## src/rtl/hub75_pkg.sv

```systemverilog
// Shared definitions for the HUB75 PHY arbiter: FSM state encoding,
// mux source select, counter widths and the PHY idle (blanked) values.
package hub75_pkg;

  typedef enum logic [1:0] {
    ST_IDLE  = 2'd0,
    ST_OWN_A = 2'd1,
    ST_OWN_B = 2'd2,
    ST_GUARD = 2'd3
  } arb_state_t;

  typedef enum logic [1:0] {
    SRC_NONE = 2'd0,
    SRC_A    = 2'd1,
    SRC_B    = 2'd2
  } phy_src_t;

  localparam int unsigned GUARD_CNT_W = 8;
  localparam int unsigned WD_CNT_W    = 16;

  // Values driven onto the PHY while nobody owns it
  localparam logic IDLE_ADDR_INC = 1'b0;
  localparam logic IDLE_ADDR_RST = 1'b0;
  localparam logic IDLE_CLK      = 1'b0;
  localparam logic IDLE_LE       = 1'b0;
  localparam logic IDLE_BLANK    = 1'b1;

endpackage

```

## src/rtl/hub75_phy_arb_mux.sv

```systemverilog
// Output register and source mux for the arbitrated HUB75 PHY.
// sel names the source for the next cycle; anything other than A/B
// drives idle values while the row address holds its last value.
module hub75_phy_arb_mux
  import hub75_pkg::*;
#(
  parameter int unsigned ADDR_W = 5,
  parameter int unsigned DATA_W = 6
) (
  input  logic              clk,
  input  logic              rst,
  input  phy_src_t          sel,
  input  logic              a_addr_inc,
  input  logic              a_addr_rst,
  input  logic              a_clk,
  input  logic              a_le,
  input  logic              a_blank,
  input  logic [ADDR_W-1:0] a_addr,
  input  logic [DATA_W-1:0] a_data,
  input  logic              b_addr_inc,
  input  logic              b_addr_rst,
  input  logic              b_clk,
  input  logic              b_le,
  input  logic              b_blank,
  input  logic [ADDR_W-1:0] b_addr,
  input  logic [DATA_W-1:0] b_data,
  output logic              phy_out_addr_inc,
  output logic              phy_out_addr_rst,
  output logic              phy_out_clk,
  output logic              phy_out_le,
  output logic              phy_out_blank,
  output logic [ADDR_W-1:0] phy_out_addr,
  output logic [DATA_W-1:0] phy_out_data
);

  // Register the selected requester, or blank the PHY when unowned
  always_ff @(posedge clk or posedge rst) begin
    if (rst) begin
      phy_out_addr_inc <= IDLE_ADDR_INC;
      phy_out_addr_rst <= IDLE_ADDR_RST;
      phy_out_clk      <= IDLE_CLK;
      phy_out_le       <= IDLE_LE;
      phy_out_blank    <= IDLE_BLANK;
      phy_out_addr     <= '0;
      phy_out_data     <= '0;
    end else begin
      case (sel)
        SRC_A: begin
          phy_out_addr_inc <= a_addr_inc;
          phy_out_addr_rst <= a_addr_rst;
          phy_out_clk      <= a_clk;
          phy_out_le       <= a_le;
          phy_out_blank    <= a_blank;
          phy_out_addr     <= a_addr;
          phy_out_data     <= a_data;
        end
        SRC_B: begin
          phy_out_addr_inc <= b_addr_inc;
          phy_out_addr_rst <= b_addr_rst;
          phy_out_clk      <= b_clk;
          phy_out_le       <= b_le;
          phy_out_blank    <= b_blank;
          phy_out_addr     <= b_addr;
          phy_out_data     <= b_data;
        end
        default: begin
          phy_out_addr_inc <= IDLE_ADDR_INC;
          phy_out_addr_rst <= IDLE_ADDR_RST;
          phy_out_clk      <= IDLE_CLK;
          phy_out_le       <= IDLE_LE;
          phy_out_blank    <= IDLE_BLANK;
          phy_out_data     <= '0;
        end
      endcase
    end
  end

endmodule

```

## src/rtl/hub75_phy_arb.sv

```systemverilog
// HUB75 PHY ownership arbiter between the scan engine (A) and the init
// injector (B). Non-preemptive ownership, alternating tie-break, and a
// blanked guard interval after every release.
// Optional watchdog: define HUB75_ARB_TIMEOUT_EN to revoke an ownership
// that is held for TIMEOUT cycles while the other side is waiting.
module hub75_phy_arb
  import hub75_pkg::*;
#(
  parameter int unsigned LOG_N_ROWS   = 5,
  parameter int unsigned N_CHANS      = 2,
  parameter int unsigned GUARD_CYCLES = 4,
  parameter int unsigned TIMEOUT      = 1024
) (
  input  logic                    clk,
  input  logic                    rst,
  input  logic                    a_req,
  input  logic                    b_req,
  output logic                    a_gnt,
  output logic                    b_gnt,
  input  logic                    a_phy_addr_inc,
  input  logic                    a_phy_addr_rst,
  input  logic                    a_phy_clk,
  input  logic                    a_phy_le,
  input  logic                    a_phy_blank,
  input  logic [LOG_N_ROWS-1:0]   a_phy_addr,
  input  logic [N_CHANS*3-1:0]    a_phy_data,
  input  logic                    b_phy_addr_inc,
  input  logic                    b_phy_addr_rst,
  input  logic                    b_phy_clk,
  input  logic                    b_phy_le,
  input  logic                    b_phy_blank,
  input  logic [LOG_N_ROWS-1:0]   b_phy_addr,
  input  logic [N_CHANS*3-1:0]    b_phy_data,
  output logic                    phy_out_addr_inc,
  output logic                    phy_out_addr_rst,
  output logic                    phy_out_clk,
  output logic                    phy_out_le,
  output logic                    phy_out_blank,
  output logic [LOG_N_ROWS-1:0]   phy_out_addr,
  output logic [N_CHANS*3-1:0]    phy_out_data,
  output logic                    arb_timeout
);

  localparam int unsigned DATA_W = N_CHANS * 3;

  // Elaboration-time parameter range checks
  if (GUARD_CYCLES < 1 || GUARD_CYCLES > 255) begin : g_bad_guard
    $error("hub75_phy_arb: GUARD_CYCLES must be 1..255");
  end
  if (TIMEOUT < 2 || TIMEOUT > 65535) begin : g_bad_timeout
    $error("hub75_phy_arb: TIMEOUT must be 2..65535");
  end

  arb_state_t             state;
  arb_state_t             state_nxt;
  logic                   last_b;      // B was the most recent owner
  logic [GUARD_CNT_W-1:0] guard_cnt;
  logic                   wd_hit_c;
  logic                   a_gnt_nxt;
  logic                   b_gnt_nxt;
  logic                   guard_load_c;
  phy_src_t               sel_c;

`ifdef HUB75_ARB_TIMEOUT_EN
  logic [WD_CNT_W-1:0] wd_cnt;
  logic                contested_c;

  assign contested_c = ((state == ST_OWN_A) && b_req) || ((state == ST_OWN_B) && a_req);
  assign wd_hit_c    = contested_c && (wd_cnt == WD_CNT_W'(TIMEOUT - 1));

  // Watchdog: count contested ownership cycles; flag is sticky until reset
  always_ff @(posedge clk or posedge rst) begin
    if (rst) begin
      wd_cnt      <= '0;
      arb_timeout <= 1'b0;
    end else begin
      if ((state_nxt != ST_OWN_A) && (state_nxt != ST_OWN_B)) begin
        wd_cnt <= '0;
      end else if (contested_c) begin
        wd_cnt <= wd_cnt + WD_CNT_W'(1);
      end
      if (wd_hit_c) begin
        arb_timeout <= 1'b1;
      end
    end
  end
`else
  assign wd_hit_c    = 1'b0;
  assign arb_timeout = 1'b0;
`endif

  // State, grant, last-owner and guard-counter registers
  always_ff @(posedge clk or posedge rst) begin
    if (rst) begin
      state     <= ST_IDLE;
      a_gnt     <= 1'b0;
      b_gnt     <= 1'b0;
      last_b    <= 1'b0;
      guard_cnt <= '0;
    end else begin
      state <= state_nxt;
      a_gnt <= a_gnt_nxt;
      b_gnt <= b_gnt_nxt;
      if ((state == ST_IDLE) && (state_nxt == ST_OWN_A)) begin
        last_b <= 1'b0;
      end else if ((state == ST_IDLE) && (state_nxt == ST_OWN_B)) begin
        last_b <= 1'b1;
      end
      if (guard_load_c) begin
        guard_cnt <= GUARD_CNT_W'(GUARD_CYCLES);
      end else if ((state == ST_GUARD) && (guard_cnt != '0)) begin
        guard_cnt <= guard_cnt - GUARD_CNT_W'(1);
      end
    end
  end

  // Next-state: tie goes to whoever did not own most recently
  always_comb begin
    state_nxt = state;
    case (state)
      ST_IDLE: begin
        if (a_req && b_req) begin
          state_nxt = last_b ? ST_OWN_A : ST_OWN_B;
        end else if (b_req) begin
          state_nxt = ST_OWN_B;
        end else if (a_req) begin
          state_nxt = ST_OWN_A;
        end
      end
      ST_OWN_A: begin
        if (!a_req || wd_hit_c) begin
          state_nxt = ST_GUARD;
        end
      end
      ST_OWN_B: begin
        if (!b_req || wd_hit_c) begin
          state_nxt = ST_GUARD;
        end
      end
      ST_GUARD: begin
        if (guard_cnt <= GUARD_CNT_W'(1)) begin
          state_nxt = ST_IDLE;
        end
      end
      default: state_nxt = ST_IDLE;
    endcase
  end

  // Outputs: grants and mux source follow the upcoming state so they
  // register in step with the state itself
  always_comb begin
    a_gnt_nxt    = 1'b0;
    b_gnt_nxt    = 1'b0;
    sel_c        = SRC_NONE;
    guard_load_c = (state_nxt == ST_GUARD) && (state != ST_GUARD);
    case (state_nxt)
      ST_OWN_A: begin
        a_gnt_nxt = 1'b1;
        sel_c     = SRC_A;
      end
      ST_OWN_B: begin
        b_gnt_nxt = 1'b1;
        sel_c     = SRC_B;
      end
      default: ;
    endcase
  end

  hub75_phy_arb_mux #(
    .ADDR_W (LOG_N_ROWS),
    .DATA_W (DATA_W)
  ) u_mux (
    .clk              (clk),
    .rst              (rst),
    .sel              (sel_c),
    .a_addr_inc       (a_phy_addr_inc),
    .a_addr_rst       (a_phy_addr_rst),
    .a_clk            (a_phy_clk),
    .a_le             (a_phy_le),
    .a_blank          (a_phy_blank),
    .a_addr           (a_phy_addr),
    .a_data           (a_phy_data),
    .b_addr_inc       (b_phy_addr_inc),
    .b_addr_rst       (b_phy_addr_rst),
    .b_clk            (b_phy_clk),
    .b_le             (b_phy_le),
    .b_blank          (b_phy_blank),
    .b_addr           (b_phy_addr),
    .b_data           (b_phy_data),
    .phy_out_addr_inc (phy_out_addr_inc),
    .phy_out_addr_rst (phy_out_addr_rst),
    .phy_out_clk      (phy_out_clk),
    .phy_out_le       (phy_out_le),
    .phy_out_blank    (phy_out_blank),
    .phy_out_addr     (phy_out_addr),
    .phy_out_data     (phy_out_data)
  );

endmodule

```

## config.mk

```make
export PLATFORM = sky130hd
export DESIGN_NAME = hub75_phy_arb
export DESIGN_NICKNAME = d
export VERILOG_FILES = /design/src/rtl/hub75_pkg.sv /design/src/rtl/hub75_phy_arb_mux.sv /design/src/rtl/hub75_phy_arb.sv
export SDC_FILE = /design/constraint.sdc
export NUM_CORES = 1
export LEC_CHECK = 0
export ABC_AREA = 1
export BUFFER_PORTS_ARGS = -buffer_cell sky130_fd_sc_hd__buf_2
export CELL_PAD_IN_SITES_DETAIL_PLACEMENT = 1
export CELL_PAD_IN_SITES_GLOBAL_PLACEMENT = 1
export CORE_UTILIZATION = 37
export DETAILED_ROUTE_END_ITERATION = 6
export PLACE_DENSITY = 0.89
export SYNTH_ARGS = -nofsm -noshare
export SYNTH_HDL_FRONTEND = slang
export SYNTH_SLANG_ARGS = --single-unit
```

## constraint.sdc

```tcl
create_clock -name clk -period 3.7 [get_ports clk]
set_input_delay 0.37 -clock clk [delete_from_list [all_inputs] [get_ports clk]]
set_output_delay 0.37 -clock clk [all_outputs]
set_load 0.01 [all_outputs]
```

=== Word level (Yosys, flattened, before mapping) ===
Index checks and enable logic that the tools add are counted.
Widths: inputs -> output; s select.

* Bits in read-only memories: 0
* RAM bits: 0
* Memories kept: 0
* Latch bits: 0
* Bits in registers: 29
* Word-level logic and storage cells: 55

* Div/mod/pow operators: 0
* Shift operators: 0
* Reductions and logical operators: 10
* Multiplexer cells: 22
* Bitwise operators: 0
* Add/subtract/negate cells: 1
* Multiply operators: 0
* Equality and inequality tests: 9
* Magnitude comparators: 1

{| class="wikitable"
|+ Operator list
! kind !! number
|-
| $mux 8 || 2
|-
| $mux 2 || 7
|-
| $pmux 6 s2 || 1
|-
| $eq 2x2->1 const B || 5
|-
| $pmux 1 s2 || 5
|-
| $pmux 5 s2 || 1
|-
| $le 8x1->1 const B || 1
|-
| $pmux 2 s4 || 1
|-
| $reduce_bool 8->1 || 1
|-
| $sub 8x1->8 const B || 1
|-
| $eq 2x1->1 const B || 3
|-
| $reduce_bool 2->1 || 3
|-
| $logic_and 1x1->1 || 5
|-
| $mux 1 || 4
|-
| $pmux 2 s2 || 1
|-
| $logic_not 2->1 || 1
|-
| $ne 2x2->1 const B || 1
|}

=== Longest topological paths before layout ===
* Depth after elaboration: 8
* Gate-level depth with buffers: 13
* Mapped depth without buffers: 13

=== Hierarchy ===
From an unflattened synthesis, not the netlist that was laid out.

* Cells, all modules: 203
* Area total of the unflattened synthesis: 1,601.5 um^2

{| class="wikitable"
|+ Modules (own cells, without submodules)
! module !! cells an instance !! area an instance (um^2) !! times used
|-
| hub75_phy_arb_mux || 97 || 812.0 || 1
|-
| hub75_phy_arb || 106 || 789.5 || 1
|}

=== Worst setup path before layout ===
Ideal clock, no wire load.

* Kind: reg2reg
* Start point: reg guard_cnt[0]
* End point: reg u_mux.phy_out_addr_inc
* Required time: 3.564 ns
* Path buffers: 1
* Stages on the path, launching flop included: 12
* Arrival time: 1.889 ns
* Setup slack: 1.675 ns
* Cell sequence: dfrtp_1 > inv_1 > ha_1 > nand2_2 > a21oi_1 > nand2_1 > nand2_1 > inv_1 > ha_1 > inv_1 > clkbuf_1 > a21oi_1

* Longest elaborated chain between the ends: 7
* Elaborated cells between the ends (all ways): 9
* Those cells by class: order compare (1); eq/ne (4); mux (4)

{| class="wikitable"
|+ Ends and longest elaborated chain
! element !! line !! RTL
|-
| from (decl) || hub75_phy_arb.sv:57 || <nowiki>logic [GUARD_CNT_W-1:0] guard_cnt;</nowiki>
|-
| from (signal assigned) || hub75_phy_arb.sv:110 || <nowiki>guard_cnt <= GUARD_CNT_W'(GUARD_CYCLES);</nowiki>
|-
| from (signal assigned) || hub75_phy_arb.sv:112 || <nowiki>guard_cnt <= guard_cnt - GUARD_CNT_W'(1);</nowiki>
|-
| $le 8x1->1 (*) || hub75_phy_arb.sv:141 || <nowiki>if (guard_cnt <= GUARD_CNT_W'(1)) begin</nowiki>
|-
| $mux 2 (*) || hub75_phy_arb.sv:141 ||
|-
| $pmux 2 s4 (*) || hub75_phy_arb.sv:120 || <nowiki>case (state)</nowiki>
|-
| via state_nxt[0] || hub75_phy_arb.sv:55 || <nowiki>arb_state_t state_nxt;</nowiki>
|-
| $eq 2x2->1 or $eq 2x1->1 (tied branches) || hub75_phy_arb.sv:156 || <nowiki>case (state_nxt)</nowiki>
|-
| $pmux 2 s2 (*) || hub75_phy_arb.sv:156 ||
|-
| $eq 2x2->1 or $eq 2x1->1 (tied branches) || hub75_phy_arb_mux.sv:47 || <nowiki>case (sel)</nowiki>
|-
| $pmux 1 s2 (*) || hub75_phy_arb_mux.sv:47 ||
|-
| to (signal assigned) || hub75_phy_arb_mux.sv:49 || <nowiki>phy_out_addr_inc <= a_addr_inc;</nowiki>
|-
| to (signal assigned) || hub75_phy_arb_mux.sv:58 || <nowiki>phy_out_addr_inc <= b_addr_inc;</nowiki>
|-
| to (decl) || hub75_phy_arb_mux.sv:27 || <nowiki>output logic phy_out_addr_inc,</nowiki>
|}

The timed path passes the listed nets; every way through them passes the cells marked *.
A chain may end at the register's enable or synchronous reset.

=== Worst setup path after layout ===
* Start point: reg guard_cnt[0]
* End point: reg u_mux.phy_out_addr[1]

* Longest elaborated chain between the ends: 7
* Elaborated cells between the ends (all ways): 10
* Those cells by class: order compare (1); eq/ne (4); mux (4); reduce/logical (1)

{| class="wikitable"
|+ Ends and longest elaborated chain
! element !! line !! RTL
|-
| $le 8x1->1 (*) || hub75_phy_arb.sv:141 ||
|-
| $mux 2 (*) || hub75_phy_arb.sv:141 ||
|-
| $pmux 2 s4 (*) || hub75_phy_arb.sv:120 ||
|-
| via state_nxt[1] || hub75_phy_arb.sv:55 ||
|-
| $eq 2x2->1 or $eq 2x1->1 (tied branches) || hub75_phy_arb.sv:156 ||
|-
| $pmux 2 s2 (*) || hub75_phy_arb.sv:156 ||
|-
| $eq 2x2->1 or $eq 2x1->1 (tied branches) || hub75_phy_arb_mux.sv:47 ||
|-
| $pmux 5 s2 or $reduce_bool 2->1 (tied branches) || - ||
|-
| to (signal assigned) || hub75_phy_arb_mux.sv:54 || <nowiki>phy_out_addr <= a_addr;</nowiki>
|-
| to (signal assigned) || hub75_phy_arb_mux.sv:63 || <nowiki>phy_out_addr <= b_addr;</nowiki>
|-
| to (decl) || hub75_phy_arb_mux.sv:32 || <nowiki>output logic [ADDR_W-1:0] phy_out_addr,</nowiki>
|}

Marked as above.

==> results by group <==
Outcome
  • Status: finished, final reports clean

Placed design
  • Routability cong.: 0.762
  • Number of port buffers: between 50 and 60
  • DP HPWL: 2840 um

Finish
  • Fin nets: 275
  • Filler cell count: 498
  • Commonest non-fill, non-tap cell in the layout: nand2_1
  • Commonest non-fill, non-tap cells in the layout: nand2_1, buf_2, dfrtp_1
  • Multi-input gate area: 624 um2
  • Register area: 727 um2
  • Area delta synth->final: 28.7%
  • Ratio of cells with drive above 1 in the final layout: 30.8%
  • Antenna cell count: 0

Clocking
  • Cts repair resizes: 0
  • Post-CTS Hold Buffers: 0
  • CTS tree: built
  • Root buffer cell: clkbuf_8
  • Clock latency on the worst-skew pair: 290 ps
  • CTS sink count: 29
  • Htree depth: 2
  • Setup Fix Bufs, Post-CTS: 0
  • Inserted Clock Buffers: 5
  • Clock Path Buffers: 2
  • Worst-path clk slew: 60 ps

Critical path
  • Critical path fanouts, max: 19
  • Critical path's slowest cell: ha_1
  • WP data arrival: 2520 ps
  • Crit path cell chain: inv_1 -> ha_1 -> nand2_2 -> a21oi_1 -> nand2_1 -> nand2_1 -> inv_2 -> ha_1 -> inv_1 -> nor2_1 -> o21ai_0
  • CP max stage delay: 560 ps
  • CP Data Required Time: 3870 ps
  • Setup Crit Path Kind: reg -> reg
  • CP Launch Type: flip-flop
  • CP endpoint kind: flip-flop

STA
  • Max_slew headroom: 27.9%
  • Final clock period utilization by the worst path: 63.7%
  • Hold Violations, Final: 0
  • Final max-slew violation count: 0
  • Worst slew pin tran: 1080 ps
  • Fin Setup TNS: 0 ps
  • Period minus WS final: 2360 ps
  • RSZ-0062 raised after global routing: false
  • Layout Skew: a little under 7 ps
  • # setup viols final: 0
  • Hold WS: 314 ps
  • F_max: 424 MHz

Pwr
  • Pwr dens: 869 nW/um2
  • Reg power frac: 31.8%
  • P_leak: roughly 1 nW
  • Clock share of power: 21.2%
  • Sw power: 0.000698 W
  • P_int: between 0.0009 and 0.001 W
  • Maximum vdd drop: 428 uV
  • Sw Share: 43.0%
  • Comb pwr share: ~47%

GRT
  • Met1 Use GR: 22.1%
  • Initial antenna violation count: 0
  • GRT Total Usage: 20.5%
  • Pin count of the biggest net entering global routing: 30
  • GRT overflow: 0
  • First-pass GRT wire length: 6320 um
  • M3 GR Usage: 7.04%
  • Met2 Track Usage GR: around 36%
  • Vias in the first global route: between 1,000 and 1,500
  • Global-route layer with the greatest usage: met2

Route
  • First DRT Iteration DRCs: 44
  • Routed WL: 3770 um
  • Vias post-DR: 1,351
  • Pre-antenna DRT Iters: 4
  • Wire per inst: 13.4 um
  • DRC errors left: 0
  • Antenna-violating nets left: 0
  • Vias/cell: 4.79

Synthesis
  • Seq/Total Area, Yosys: 50.0%
  • Synthesized instance count: 178
  • Mean Syn Cell Area: 8.17 um2
  • Mapped Nets: between 200 and 250
  • #FFs+latches synth: 29
  • Warnings, synthesis: 0
  • Post-Syn Area: around 1500 um2
  • Netlist cell types: 25

Floorplanning
  • Chip Width: 64.7 um
  • Core area: 3720 um2
  • # IOs: 55
  • Die height: 64.7 um
  • FP Rows: 22
  • Full die area: 4180 um2
  • Starting Density: between 30% and 40%

Worst hold path
  • Worst hold path class: in -> reg

Flow run
  • Max-cap violations: 0
[cell families (layout without fill, tap and decap cells)]
logic type / after synthesis / in the layout / share of synthesized area (%)
buffers and inverters: 25 / 81 / 7.06
DFF: 29 / 29 / 50.0
AOI/OAI and AO/OA: 32 / 32 / 12.3
adders and majority gates: 6 / 6 / 5.16
and+or+nand+nor: 85 / 85 / 25.2
other: 1 / 1 / 0.258
[synthesized netlist by cell type]
library cell  number  area, um2
inv_1             17       63.8
o21ai_4            1       16.3
nand4_1            3       18.8
inv_2              1       3.75
nor2_1            13       48.8
nor2_4             2       22.5
nand3b_1           1       7.51
a21oi_1           14       70.1
conb_1             1       3.75
inv_4              1       6.26
clkinv_1           1       3.75
dfstp_2            1       26.3
nand2_1           55        206
buf_2              2       10.0
o21ai_0           13       65.1
nor2_2             2       12.5
clkbuf_1           2       7.51
buf_4              1       7.51
a221o_1            1       10.0
dfrtp_1           28        701
nand3_1            5       25.0
ha_1               6       75.1
nand2_2            4       25.0
o21ai_1            2       10.0
o211ai_1           1       7.51
[final cells by class]
| type | count | share of cell area, % |
|---|---|---|
| clock buffers | 7 | 4.62 |
| clock inverters | 1 | 1.61 |
| inverters | 20 | 4.15 |
| multi-input cells | 124 | 33.4 |
| flip-flops and latches | 29 | 38.9 |
| well taps | 48 | 3.21 |
| repair buffers | 53 | 14.2 |
[final timing paths]
kind                                                     endpoint  cells after the start                              start  slack [ps]
worst max register to register  u_mux.phy_out_addr[1]$_DFFE_PP0P_                     11           guard_cnt[0]$_DFFE_PP0P_        1340
worst min-delay path                u_mux.phy_out_blank$_DFF_PP1_                      2                        b_phy_blank         310
max in group asynchronous       u_mux.phy_out_addr[0]$_DFFE_PP0P_                      2                                rst        2700
min in group asynchronous                guard_cnt[6]$_DFFE_PP0P_                      2                                rst         350
worst max-delay path            u_mux.phy_out_addr[1]$_DFFE_PP0P_                     11           guard_cnt[0]$_DFFE_PP0P_        1340
worst min register to register  u_mux.phy_out_addr[0]$_DFFE_PP0P_                      2  u_mux.phy_out_addr[0]$_DFFE_PP0P_         490
[sequential cells by signal, summed over array words and instances (netlist names)]
register	flops
guard_cnt	8
u_mux.phy_out_data	6
u_mux.phy_out_addr	5
state	2
a_gnt	1
b_gnt	1
last_b	1
u_mux.phy_out_addr_inc	1
u_mux.phy_out_addr_rst	1
u_mux.phy_out_blank	1
u_mux.phy_out_clk	1
u_mux.phy_out_le	1
[power groups by stage]
stage               registers [W]  logic [W]  clock network (W)
floorplan                0.000551   0.000496                  0
global placement         0.000518   0.000733                  0
detailed placement       0.000521   0.000769                  0
CTS                      0.000517   0.000780           0.000352
global route             0.000531   0.000859           0.000368
finish                   0.000516   0.000764           0.000345
[per-stage QoR]
stage               total power (W)  cell area (um2)  cells  setup slack (ps)  util [%]
floorplan                   0.00105             1450    178              1670         -
global placement            0.00125             1750    274              1490      47.2
detailed placement          0.00129             1750    274              1300      47.2
CTS                         0.00165             1870    282              1320      50.3
global route                0.00176             1870    282              1120      50.3
finish                      0.00162             1870    282              1340      50.3
[critical path, delay by kind of cell, from the launching register on]
| family | cells | cell delay [ps] |
|---|---|---|
| AND/OR/NAND/NOR | 4 | 500 |
| AO/OA/AOI/OAI | 2 | 180 |
| adder cells (fa/ha/maj) | 2 | 820 |
| flip-flops | 1 | 350 |
| buffers and inverters | 3 | 390 |
[metal layers]
layer | vias to the layer above | part of all wire [%]
li1 | 669 | -
met1 | 633 | 41
met2 | 40 | 52
met3 | 9 | 5.2
met4 | 0 | 2.1
met5 | - | 0
Power figures use the tool's default switching activity.
